**src/rtl/reg_file_wr.sv**
```systemverilog
// Four-entry register file with write port, sequenced clear and a scanning read-select.
// A clear sweeps one register per cycle; the read-select either auto-scans or follows a hold address.
module reg_file_wr #(
    parameter int WID      = 4,
    parameter int SCAN_DIV = 4
) (
    input  logic           clk,
    input  logic           reset,
    input  logic           Wr_en,
    input  logic [1:0]     Wr_adrr,
    input  logic [WID-1:0] Wr_data,
    input  logic           Clr,
    input  logic           Scan_en,
    input  logic [1:0]     Hold_adrr,
    output logic [WID-1:0] Reg_3,
    output logic [WID-1:0] Reg_2,
    output logic [WID-1:0] Reg_1,
    output logic [WID-1:0] Reg_0,
    output logic [1:0]     Adrr,
    output logic           Wr_done,
    output logic           Busy
);

    typedef enum logic {
        IDLE  = 1'b0,
        CLEAR = 1'b1
    } state_t;

    localparam logic [7:0] DIV_LAST = 8'(SCAN_DIV - 1);

    state_t         state_q;
    logic [1:0]     clr_ptr_q;
    logic [WID-1:0] regs_q [4];
    logic           wr_done_q;
    logic           busy_q;

    logic [7:0]     div_q, div_d;
    logic [1:0]     adrr_q, adrr_d;

    // regs_q is indexed by address, so address 00 is Reg_3.
    always_ff @(posedge clk) begin
        if (reset) begin
            state_q   <= IDLE;
            clr_ptr_q <= 2'b00;
            wr_done_q <= 1'b0;
            busy_q    <= 1'b0;
            for (int i = 0; i < 4; i++) regs_q[i] <= '0;
        end else begin
            wr_done_q <= 1'b0;
            case (state_q)
                IDLE: begin
                    if (Clr) begin
                        state_q   <= CLEAR;
                        clr_ptr_q <= 2'b00;
                        busy_q    <= 1'b1;
                    end else if (Wr_en) begin
                        regs_q[Wr_adrr] <= Wr_data;
                        wr_done_q       <= 1'b1;
                    end
                end
                CLEAR: begin
                    regs_q[clr_ptr_q] <= '0;
                    clr_ptr_q         <= clr_ptr_q + 2'd1;
                    if (clr_ptr_q == 2'b11) begin
                        state_q <= IDLE;
                        busy_q  <= 1'b0;
                    end
                end
            endcase
        end
    end

    always_comb begin
        div_d  = div_q;
        adrr_d = adrr_q;
        if (Scan_en) begin
            if (div_q == DIV_LAST) begin
                div_d  = 8'd0;
                adrr_d = adrr_q + 2'd1;
            end else begin
                div_d = div_q + 8'd1;
            end
        end else begin
            div_d  = 8'd0;
            adrr_d = Hold_adrr;
        end
    end

    always_ff @(posedge clk) begin
        if (reset) begin
            div_q  <= 8'd0;
            adrr_q <= 2'b00;
        end else begin
            div_q  <= div_d;
            adrr_q <= adrr_d;
        end
    end

    assign Reg_3   = regs_q[0];
    assign Reg_2   = regs_q[1];
    assign Reg_1   = regs_q[2];
    assign Reg_0   = regs_q[3];
    assign Adrr    = adrr_q;
    assign Wr_done = wr_done_q;
    assign Busy    = busy_q;

endmodule

```
**config.mk**
```make
export PLATFORM = sky130hd
export DESIGN_NAME = reg_file_wr
export DESIGN_NICKNAME = d
export VERILOG_FILES = /design/src/rtl/reg_file_wr.sv
export SDC_FILE = /design/constraint.sdc
export NUM_CORES = 1
export LEC_CHECK = 0
export CORE_ASPECT_RATIO = 0.7
export CORE_MARGIN = 5
export CORE_UTILIZATION = 54
export CTS_BUF_LIST = sky130_fd_sc_hd__clkbuf_2 sky130_fd_sc_hd__clkbuf_4 sky130_fd_sc_hd__clkbuf_8
export CTS_CLUSTER_DIAMETER = 30
export DETAILED_ROUTE_END_ITERATION = 12
export GPL_TIMING_DRIVEN = 0
export PLACE_DENSITY_LB_ADDON = 0.15
export RECOVER_POWER = 100
export SLEW_MARGIN = 10
export SYNTH_ARGS = -nofsm -noshare
export SYNTH_HDL_FRONTEND = slang
export SYNTH_SLANG_ARGS = --single-unit
```
**constraint.sdc**
```tcl
create_clock -name clk -period 5.2 [get_ports clk]
set_input_delay 1.3 -clock clk [delete_from_list [all_inputs] [get_ports clk]]
set_output_delay 1.3 -clock clk [all_outputs]
set_load 0.01 [all_outputs]
```
==> flow_summary.ini <==
[worst_setup_path]
start_kind = input pin
cp_slowest_cell = dlygate4sd3_1
crit_type = in2reg
crit_chain = dlygate4sd3_1 -> nor4b_1 -> o221ai_1 -> nand2_1
reg2reg_setup_slack_ps = 3190
crit_arrival_ps = 3120
endpoint_kind = register
ff2ff_path_depth = 4
max_stage_delay_ps = 640
critPathMaxFanout = 8
critPathRequiredTime_ps = 5240

[cts]
htreeDepth = 2
hold_buffers = 0
insertion_delay_ps = 330
cts_tree = built
clock_sinks = 31
clk_pin_slew_ps = 100
clock_path_buffers = 2
numCtsBuffers = 5
cts_resized = 0
post_cts_buffers = 0
clockRootBuffer = clkbuf_4

[drt]
route.detailed.drc = 0
postRouteAntennaNets = 0
wirelength_um = 2730
dr.pass1.iters = 4
dr.first_iter.drc_count = 62
avgViaCountPerCell = 5.24
via_count = 1022
avgRoutedWirePerCell_um = 14.0

[power]
p_sw_w = 0.000111
powerDensity_mw_per_mm2 = 277
p_comb_share_pct = 10.7
seqPwrFrac_pct = 57.4
p_sw_share_pct = 23.4
p_leak_nw = 0.655
pwr-share-clk_pct = 31.9
ir_worst_vdd_mv = 0.155
p_int_w = 0.000363

[flow_run]
cap_violations = 0

[sta]
max_slew_margin_pct = 45.7
setup_tns_ps = 0
tightestPinTransition_ps = 804
final_max_slew_viol_count = 0
fmax_mhz = 325
rsz0062_at_grt = no
final-hold-violation-count = 0
finClkSkew_ps = 8.89
layout_min_cycle_time_ps = 3080
setup_viol = 0
fin_crit_sh_pct = 59.2

[global_route]
globalRouteTotalUtil_pct = 17.6
grt-ovfl-total = 0
grt_max_degree = 11
antenna_found_initial = 0
grt_first_pass_wirelength_um = 4430
grt_pass1_vias = 925

[layout]
finalNetCount = 177
fin_cells = 195
antenna_cells = 0
area_growth_pct = 31.6
drive_above_1_share_pct = 5.52

[synthesis]
yosys_warnings = 0
synthCells = 124
synth.distinct_cells = 29
avgSynthCellArea_um2 = 10.5
syn_nets = 139
ys_seq_elements = 31
ys.flop_type = edfxtp_1
ys_seq_area_share_pct = 60.1
synth_area_mm2 = 0.00130
synth_edf_count = 16
async_reset_ff_share_pct = 0

[place]
gp_congestion = 0.787
hpwl_um = 2090
port_buffers = 31
dp_cells = 187

[floorplan]
die_y_um = 51.1
ios = 33
design.core.area_mm2 = 0.00222
die_w_um = 68.6
dieArea_mm2 = 0.00350
initial_core_util_pct = 58.4
fp-row-count = 14

[min_path]
holdPathStages = 1
hold_class = reg2reg

[outcome]
outcome = finished clean
power by group through the flow:
stage | sequential, W | combinational, W | clock [W]
floorplan | 0.000282 | 0.0000183 | 0
global placement | 0.000278 | 0.0000524 | 0
detailed placement | 0.000278 | 0.0000539 | 0
CTS | 0.000272 | 0.0000542 | 0.000151
global route | 0.000273 | 0.0000554 | 0.000165
finish | 0.000272 | 0.0000506 | 0.000151
layout by cell type (no fill, tap or decap), drive strengths merged, types with 2 or more instances in the layout:
master and n:
nor2 23, dlygate4sd3 22, edfxtp 16, dfxtp 15, nand2 10, clkdlybuf4s50 9
clkbuf 9, inv 8, a21oi 7, or3 5, nand3 4, o21ai 4
nor4b 3, nor2b 3, o221ai 2, o31ai 2, nand2b 2, xor2 2
nor3b 2, a311oi 2, ha 2, or4b 2
cell families (layout without fill, tap and decap cells):
logic type	after synthesis	after routing	share of synthesized area [%]
xor gates and xnor gates	2	2	1.35
adders and majority gates	2	2	1.92
and+or+nand+nor	59	59	23.8
buffers and inverters	10	49	2.89
DFF	31	31	60.1
AOI/OAI and AO/OA	20	20	10.0
layer usage:
metal	global-route usage [%]	vias up	part of all wire (%)
li1	-	522	-
met1	24.8	459	49
met2	24.9	31	44
met3	5.26	10	5.4
met4	7.92	0	2.2
met5	0	-	0
synth_stat cells, types with 3 or more instances:
cell type,n,area share (%)
nor2b_1,3,1.4
nor4b_1,3,2.0
nand2_1,10,2.9
inv_1,8,2.3
or3_1,5,2.4
o21ai_0,4,1.5
edfxtp_1,16,37
nand3_1,4,1.5
nor2_1,23,6.6
dfxtp_1,15,23
a21oi_1,7,2.7
stage by stage:
stage	utilization [%]	hold slack [ps]	setup WS, ps	total power (W)	instance area (µm²)
floorplan	-	441	2640	0.000300	1300
global placement	74.2	463	2000	0.000330	1650
detailed placement	74.2	466	1910	0.000332	1650
CTS	77.1	486	2280	0.000478	1710
global route	76.9	503	2020	0.000494	1710
finish	76.9	486	2120	0.000474	1710
critical path, delay by kind of cell:
| kind | cells | cell delay [ps] |
|---|---|---|
| and+or+nand+nor | 2 | 800 |
| buffers and inverters | 1 | 640 |
| AOI/OAI and AO/OA | 1 | 380 |
state kept, by name, indices dropped and copies added (netlist names):
signal / cells
Busy: 1
div_q: 8
clr_ptr_q: 2
Wr_done: 1
Adrr: 2
state_q: 1
regs_q: 16
path summary, 6_finish.rpt:
kind	start	end
worst max register to register	div_q[0]$_SDFF_PP0_	Adrr[1]$_SDFFE_PP0P_
worst min-delay path	div_q[0]$_SDFF_PP0_	div_q[0]$_SDFF_PP0_
worst max-delay path	Clr	regs_q[1][2]$_SDFFCE_PN0P_
worst min register to register	div_q[0]$_SDFF_PP0_	div_q[0]$_SDFF_PP0_
area by class of cell:
class,count,area (µm²)
multi-input cells,83,478
clock inverters,1,5.00
clock buffers,7,58.8
well taps,32,40.0
repair buffers,31,310
inverters,8,30.0
plain buffers,2,7.51
fillers,157,514
flip-flops and latches,31,781
(Power assumes the default switching activity.)
